### config.mk
export PLATFORM = sky130hd
export DESIGN_NAME = seq_div_16x8
export DESIGN_NICKNAME = d
export VERILOG_FILES = /design/src/rtl/seq_div_16x8_pkg.sv /design/src/rtl/seq_div_16x8_div_step.sv /design/src/rtl/seq_div_16x8.sv
export SDC_FILE = /design/constraint.sdc
export NUM_CORES = 1
export LEC_CHECK = 0
export BUFFER_PORTS_ARGS = -buffer_cell sky130_fd_sc_hd__buf_2
export CORE_UTILIZATION = 45
export DETAILED_ROUTE_END_ITERATION = 8
export GPL_ROUTABILITY_DRIVEN = 0
export PLACE_DENSITY = 0.66
export RECOVER_POWER = 50
export SYNTH_ARGS = -nofsm -noshare
export SYNTH_HDL_FRONTEND = slang
export SYNTH_SLANG_ARGS = --single-unit
export TNS_END_PERCENT = 20
### constraint.sdc
create_clock -name clk -period 2.45 [get_ports clk]
set_input_delay 0.245 -clock clk [delete_from_list [all_inputs] [get_ports clk]]
set_output_delay 0.245 -clock clk [all_outputs]
set_load 0.1 [all_outputs]
### src/rtl/seq_div_16x8_pkg.sv
// Shared types and constants for the sequential 16/8 restoring divider.
// Holds the control state encoding and the width-derived constants.
package seq_div_16x8_pkg;

  localparam int DW = 8;
  localparam int ITER = 2 * DW;
  localparam logic [2*DW-1:0] DIV0_QUOT = '1;

  typedef enum logic [1:0] {
    IDLE = 2'd0,
    RUN  = 2'd1,
    DONE = 2'd2
  } state_t;

endpackage

### src/rtl/seq_div_16x8_div_step.sv
// One combinational restoring-division step: shift in the next dividend bit,
// trial-subtract the divisor, keep the difference when it does not go negative.
module div_step #(
  parameter int DW = 8
) (
  input  logic [DW:0]   rem_in,
  input  logic          bit_in,
  input  logic [DW-1:0] divisor,
  output logic [DW:0]   rem_out,
  output logic          q_bit
);

  logic [DW+1:0] shifted;
  logic [DW:0]   diff;

  // One extra bit above the partial remainder so the compare can never wrap.
  assign shifted = {rem_in, bit_in};
  assign q_bit   = (shifted >= {2'b00, divisor});
  assign diff    = shifted[DW:0] - {1'b0, divisor};
  assign rem_out = q_bit ? diff : shifted[DW:0];

endmodule

### src/rtl/seq_div_16x8.sv
// Sequential unsigned 2*DW / DW divider: IDLE accepts an operand pair, RUN
// retires one quotient bit per cycle MSB first, DONE holds the result.
module seq_div_16x8 #(
  parameter int DW = seq_div_16x8_pkg::DW
) (
  input  logic              clk,
  input  logic              rst,
  input  logic              in_valid,
  output logic              in_ready,
  input  logic [2*DW-1:0]   dividend,
  input  logic [DW-1:0]     divisor,
  output logic              out_valid,
  input  logic              out_ready,
  output logic [2*DW-1:0]   quotient,
  output logic [DW-1:0]     remainder,
  output logic              div_by_zero
);
  import seq_div_16x8_pkg::*;

  localparam int NQ = 2 * DW;
  localparam int CW = $clog2(NQ);
  localparam logic [CW-1:0] CNT_LOAD = CW'(NQ - 1);

  state_t state_reg;
  state_t state_next;

  logic [CW-1:0] cnt_reg;
  logic [NQ-1:0] work_reg;
  logic [DW:0]   prem_reg;
  logic [DW-1:0] dvs_reg;
  logic [NQ-1:0] quot_reg;
  logic [DW-1:0] rem_reg;
  logic          dbz_reg;

  logic [DW:0]   step_rem;
  logic          step_q;
  logic [NQ-1:0] work_next;

  div_step #(.DW(DW)) u_step (
    .rem_in  (prem_reg),
    .bit_in  (work_reg[NQ-1]),
    .divisor (dvs_reg),
    .rem_out (step_rem),
    .q_bit   (step_q)
  );

  // Dividend bits leave at the top while quotient bits enter at the bottom,
  // so after the last step the register holds the full quotient.
  assign work_next = {work_reg[NQ-2:0], step_q};

  always_comb begin
    state_next = state_reg;
    in_ready   = 1'b0;
    out_valid  = 1'b0;
    case (state_reg)
      IDLE: begin
        in_ready = 1'b1;
        if (in_valid) begin
          state_next = (divisor == '0) ? DONE : RUN;
        end
      end
      RUN: begin
        if (cnt_reg == '0) begin
          state_next = DONE;
        end
      end
      DONE: begin
        out_valid = 1'b1;
        if (out_ready) begin
          state_next = IDLE;
        end
      end
      default: state_next = IDLE;
    endcase
  end

  always_ff @(posedge clk) begin
    if (rst) begin
      state_reg <= IDLE;
    end else begin
      state_reg <= state_next;
    end
  end

  always_ff @(posedge clk) begin
    if (rst) begin
      cnt_reg  <= '0;
      work_reg <= '0;
      prem_reg <= '0;
      dvs_reg  <= '0;
      quot_reg <= '0;
      rem_reg  <= '0;
      dbz_reg  <= 1'b0;
    end else begin
      case (state_reg)
        IDLE: begin
          if (in_valid) begin
            if (divisor == '0) begin
              quot_reg <= '1;
              rem_reg  <= dividend[DW-1:0];
              dbz_reg  <= 1'b1;
            end else begin
              work_reg <= dividend;
              dvs_reg  <= divisor;
              prem_reg <= '0;
              cnt_reg  <= CNT_LOAD;
            end
          end
        end
        RUN: begin
          work_reg <= work_next;
          prem_reg <= step_rem;
          if (cnt_reg == '0) begin
            quot_reg <= work_next;
            rem_reg  <= step_rem[DW-1:0];
            dbz_reg  <= 1'b0;
          end else begin
            cnt_reg <= cnt_reg - 1'b1;
          end
        end
        default: ;
      endcase
    end
  end

  assign quotient    = quot_reg;
  assign remainder   = rem_reg;
  assign div_by_zero = dbz_reg;

  // Handshake invariants: never ready and valid together, result frozen while stalled.
  a_excl: assert property (@(posedge clk) disable iff (rst) !(in_ready && out_valid));

  a_hold: assert property (@(posedge clk) disable iff (rst)
    (out_valid && !out_ready) |=> (out_valid && $stable(quotient) &&
                                   $stable(remainder) && $stable(div_by_zero)));

  a_run: assert property (@(posedge clk) disable iff (rst)
    (state_reg == RUN && cnt_reg != '0) |=> (state_reg == RUN));

endmodule

==> reports/metrics.cfg, run 1 <==
[run_status]
outcome=completed

[layout]
syn2layout_area_growth_pct=22.01
nets=484
multiInputGateArea_um2=1798
diodes=0
drive_above_1_share=0.1885
nFillCells=647
fin_area_um2=3821
layout_commonest_cell=dfxtp_1
final_cell_mix=dfxtp_1, nand2_1, nor2_1, clkbuf_1, buf_2
fin_util=0.5656
seq_area_um2=1281

[floorplan]
rows=30
initial_core_util=0.4635
dieArea_um2=7297
io_pins=55
core_area_um2=6756
dieHeight_um=85.43
die_width_um=85.43

[clock_network]
cts-root-buf=clkbuf_8
tritoncts=yes
htreeDepth=3
cts_buffers=9
ctsHoldBuffers=0
clock_sinks=64
clk_pin_slew_ns=0.08
clkLatencyLatePin_ns=0.34
post_cts_buffers=0
cts_max_path_buffers=2

[synthesis]
ys_top_cells_by_area=dfxtp_1, nand2_1, nor2_1
synth_cells=390
async_reset_ff_frac=0
yosys.area.top_type_share=0.4091
synth_edf_count=0
yosysSeqAreaShare=0.4091
ys.flop_type=dfxtp_1
ys_ff_latch=64
yosysWarnings=0
synth_top_area_cell=dfxtp_1
netlist_area_um2=3132
synth_cell_types=50
synth.avg_cell_area_um2=8.030
synth_nets=428

[timing]
tns_ns=0
max_freq_mhz=428.0
drv_slew=0
hold_viol_final=0
timing.hold.ws_ns=0.1576
setup_viol=0
fin_skew_ns=0.009434
slew_headroom=0.2074
worst_slew_pin_slew_ns=1.194
post-route-min-period_ns=2.337
fin_crit_sh=0.9538

[power_and_ir_drop]
p_seq_frac=0.342
switching_power_mw=1.503
switching_share=0.4114
leakagePower_nw=1.423
p_comb_frac=0.380
pwr-share-clk=0.278
intPower_mw=2.150
ir_drop_mv=0.4297
pwr_density_cell_nw_per_um2=955.9
power.total_mw=3.653

[global_routing]
grt_overflow=0
grt_max_degree=44
track_usage=0.2299
grt_pass1_vias=2736
antenna_found_initial=0
grt_pass1_wl_mm=13.24

[critical_path]
crit_start=work_reg[15]
cp_max_fo=6
critPathArrivalTime_ns=2.58
critPathKind=reg2reg
startpoint_type=flip-flop
max_stage_delay_ns=0.39
reg2reg_to=remainder[4]
critPathCapture=remainder[4]
cpMaxStageDelayCell=fa_1
rr_startpoint=work_reg[15]
critical_path_required_ns=2.70
r2r_setup_slack_ns=0.11
critPathMostFrequentCell=inv_1
critPathCaptureType=flip-flop
reg2reg_depth=9
crit_path_cell_trace=inv_1 > ha_1 > inv_1 > fa_1 > a211o_1 > a21o_4 > a2111oi_4 > a31oi_4 > a311oi_2

[place]
place_hpwl_mm=5.813
post_dp_cell_area_um2=3536
numPortBuffers=54

[detailed_routing]
vias=3041
final_antenna_net_count=0
wl_mm=8.195
drt_iter0_markers=167
drtPass1Iterations=4
viasPerCell=5.727
drc=0
wl_per_cell_um=15.43

[flow_run]
max_cap_viol_count=0

[worst_hold_path]
timing.hold.worst.class=in2reg

[final cells by class]
cell class / instances / area share
Clock buffer: 9 / 0.03242
Clock inverter: 7 / 0.02456
Inverter: 13 / 0.01277
Multi-Input combinational cell: 287 / 0.4705
Sequential cell: 64 / 0.3353
Tap cell: 80 / 0.02620
Timing Repair Buffer: 71 / 0.09823
[worst min-delay path by stage]
stage	end	from	slack [ns]	depth (start not counted)
final	dvs_reg[2]	divisor[2]	0.16	3
after global routing	dvs_reg[5]	divisor[5]	0.15	3
after CTS	dvs_reg[5]	divisor[5]	0.15	3
after detailed placement	dvs_reg[6]	dvs_reg[6]	0.45	2
after global placement	prem_reg[8]	prem_reg[8]	0.44	2
after floorplan	dvs_reg[1]	divisor[1]	0.39	2
[power groups by stage]
stage / Clock (mW) / Combinational, mW / Sequential, mW
after CTS: 1.03 / 1.26 / 1.25
after global placement: 0 / 1.23 / 1.26
after global routing: 1.08 / 1.49 / 1.26
after floorplan: 0 / 0.702 / 1.51
final: 1.01 / 1.39 / 1.25
after detailed placement: 0 / 1.25 / 1.27
[cells by family (layout without fill, tap and decap cells)]
logic type / Yosys count / after routing / share of synthesized area
compound gates: 96 / 96 / 0.2337
xor+xnor: 2 / 2 / 0.005594
fa+ha+maj: 10 / 10 / 0.04235
buf+inv: 39 / 100 / 0.05553
flops: 64 / 64 / 0.4091
mux: 2 / 2 / 0.006393
simple gates: 177 / 177 / 0.2473
[stage by stage]
stage / worst slack (ns) / instances
floorplan: 0.2163 / 390
global placement: 0.1380 / 515
detailed placement: -0.03040 / 515
CTS: -0.01783 / 531
global route: -0.0005567 / 531
finish: 0.1133 / 531
[cells in the mapped netlist (2+ instances only)]
cell type / count
dfxtp_1: 64
nand2_1: 62
nor2_1: 58
nor3_1: 26
a21oi_1: 24
a311oi_1: 18
clkbuf_1: 16
inv_1: 12
nand3_1: 10
ha_1: 9
a31oi_1: 8
o21ai_0: 8
a311oi_2: 7
a2111oi_0: 4
a21o_1: 4
buf_2: 4
nor2b_1: 4
o31a_1: 4
nor4_1: 3
o211ai_1: 3
a211o_1: 2
a211oi_1: 2
and2_1: 2
buf_1: 2
buf_4: 2
buf_6: 2
mux2i_1: 2
nand2b_1: 2
o21a_1: 2
o21bai_1: 2
o31ai_1: 2
or2_2: 2
[layer usage]
metal / wire (um) / GRT usage
met5: 0 / 0
met4: 70 / 0.08333
met3: 361 / 0.04086
met2: 3837 / 0.3571
met1: 3926 / 0.3200
[repair_timing]
action,4_1_cts,5_1_grt
gates resized for setup,1,21
pin swaps,0,4
endpoints found under the setup margin,2,11
[critical path, delay by kind of cell (launching register included)]
family | cells | cell delay, ns
flops | 1 | 0.32
buf+inv | 2 | 0.13
fa+ha+maj | 2 | 0.56
compound gates | 5 | 1.24
Power figures use the tool's default switching activity.
==> run 2: changes to the inputs <==
--- a/config.mk
+++ b/config.mk
@@ -11,6 +11,7 @@
 export GPL_ROUTABILITY_DRIVEN = 0
 export PLACE_DENSITY = 0.66
 export RECOVER_POWER = 50
+export REMOVE_ABC_BUFFERS = 1
 export SYNTH_ARGS = -nofsm -noshare
 export SYNTH_HDL_FRONTEND = slang
 export SYNTH_SLANG_ARGS = --single-unit
==> run 2 against run 1 <==
  * Setup slack improved by 0.013 ns
  * Clock power is essentially flat
  * Global-route usage down 0.48 points
  * Sequential cell count stayed put
  * Count of clock-buffer cells in the layout unchanged
  * Register-to-register slack about the same
==> reports/metrics.cfg, run 2 (synthesis gave the netlist of run 1 again) <==
[run_status]
outcome=completed

[power_and_ir_drop]
pwr_density_cell_nw_per_um2=959.8  ; +0.41%
leakagePower_nw=1.409  ; -1.0%
ir_drop_mv=0.4932  ; +15%
power.total_mw=3.565  ; -2.4%

[timing]
finalWorstSetupSlack_ns=0.1265  ; +0.01320 ns
post-route-min-period_ns=2.323  ; -0.01320 ns
hold_viol_final=0  ; unchanged
fin_crit_sh=0.9484  ; -0.005389
timing.hold.ws_ns=0.1746  ; +0.01697 ns
tns_ns=0  ; unchanged
slew_headroom=0.1977  ; -0.009761
max_freq_mhz=430.4  ; +0.57%
worst_slew_pin_slew_ns=1.209  ; +0.01470 ns
setup_viol=0  ; unchanged
fin_skew_ns=0.007784  ; -0.001650 ns
drv_slew=0  ; unchanged

[worst_hold_path]
timing.hold.worst.class=in2reg
hp-start=dividend[12]

[detailed_routing]
vias=2977  ; -2.1%
drtPass1Iterations=4  ; unchanged
wl_mm=7.903  ; -3.6%
drt_iter0_markers=322  ; +93%
drc=0  ; unchanged
final_antenna_net_count=0  ; unchanged
m1WireLength_mm=3.765  ; -4.1%
wl_per_cell_um=14.86  ; -3.7%
dr.max_layer_used=met4
wl_met2_mm=3.702  ; -3.5%
viasPerCell=5.596  ; -2.3%
met3_wirelength_um=377  ; +4.4%

[flow_run]
max_cap_viol_count=0  ; unchanged

[critical_path]
crit_start=work_reg[15]
critPathCaptureType=flip-flop
critPathArrivalTime_ns=2.58  ; about the same
cp_max_fo=6  ; unchanged
critPathKind=reg2reg
path_buf_inv=2  ; unchanged
r2r_setup_slack_ns=0.13  ; about the same
startpoint_type=flip-flop
critical_path_required_ns=2.70  ; about the same
cpMaxStageDelayCell=fa_1
crit_family=compound AO/OA/AOI/OAI gates
critPathMostFrequentCell=inv_1
rr_startpoint=work_reg[15]
max_stage_delay_ns=0.40  ; about the same
crit_path_cell_trace=inv_1 > ha_1 > inv_1 > fa_1 > a211o_1 > a21o_4 > a2111oi_2 > a31oi_1 > a311oi_2

[clock_network]
ctsHoldBuffers=0  ; unchanged
clock_sinks=64  ; unchanged
cts_buffers=9  ; unchanged
clk_pin_slew_ns=0.08  ; about the same
postCtsResizedCells=0  ; -1
post_cts_buffers=0  ; unchanged
clkLatencyLatePin_ns=0.34  ; about the same
htreeDepth=3  ; unchanged
cts_max_path_buffers=2  ; unchanged
tritoncts=yes
cts-root-buf=clkbuf_8

[global_routing]
grt_overflow=0  ; unchanged
grt_max_degree=33  ; -25%
track_usage=0.2251  ; -0.004823
antenna_found_initial=0  ; unchanged
grt_pass1_wl_mm=12.92  ; -2.5%
grt_pass1_vias=2729  ; -0.26%

[place]
dp.cells=516  ; +0.19%
place_hpwl_mm=5.605  ; -3.6%
numPortBuffers=54  ; unchanged
post-place-ws_ns=0.05949  ; +0.08989 ns

[layout]
drive_above_1_share=0.1704  ; -0.01812
layout_commonest_cell=dfxtp_1
nets=485  ; +0.21%
final_cell_mix=dfxtp_1, nand2_1, nor2_1, buf_2, clkbuf_1
multiInputGateArea_um2=1697  ; -5.6%
syn2layout_area_growth_pct=18.62
seq_area_um2=1281  ; unchanged
diodes=0  ; unchanged
final_cells=532  ; +0.19%
nFillCells=671  ; +3.7%

[floorplan]
initial_core_util=0.4635  ; unchanged
core_area_um2=6756  ; unchanged
rows=30  ; unchanged
dieArea_um2=7297  ; unchanged
die_width_um=85.43  ; unchanged
io_pins=55  ; unchanged
dieHeight_um=85.43  ; unchanged

run 2: cell count changes in the layout (fill, tap and decap cells not counted), moves of 2 or more:
cell,delta
a31oi_1,+3
clkinv_2,-2
a31oi_4,-2
a2111oi_4,-3
clkinv_4,+3
a2111oi_2,+2
buf_12,-2
buf_2,+2
buf_4,+4
clkbuf_2,-4
run 2: final cells by class:
class	instances	share of cell area
clock buffer	9	0.03334
clock inverter	7	0.02829
inverter	13	0.01314
multi-input combinational	287	0.4567
sequential	64	0.3449
tap	80	0.02695
timing repair buffer	72	0.09667
run 2: per-stage QoR:
stage                 util  area [um^2]
CTS                 0.5546         3747
detailed placement  0.5207         3518
floorplan                -         3007
global route        0.5498         3715
finish              0.5498         3715
global placement    0.5207         3518
run 2: worst paths after layout:
path,endpoint,cells past startpoint
worst min-delay path,work_reg[12],3
worst min register to register,dvs_reg[5],2
worst max register to register,remainder[3],9
worst max-delay path,remainder[3],9
run 2: routing by layer:
layer  GRT usage  vias to the layer above
li1            -                     1512
met3     0.05545                        6
met4     0.08939                        0
met5           0                        -
met1      0.3016                     1378
met2      0.3484                       81
run 2: power breakdown:
group	switching, mW	leakage, nW	total, mW	internal [mW]
registers	0.0887	0.525	1.24	1.16
clock network	0.447	0.112	1.03	0.585
logic	0.893	0.772	1.29	0.395
run 2: worst reg2reg max path, cell delays in order (launching register included):
cell and delay (ns):
dfxtp_1 0.31, inv_1 0.07, ha_1 0.15, inv_1 0.05, fa_1 0.40, a211o_1 0.32, a21o_4 0.25, a2111oi_2 0.36
a31oi_1 0.12, a311oi_2 0.22
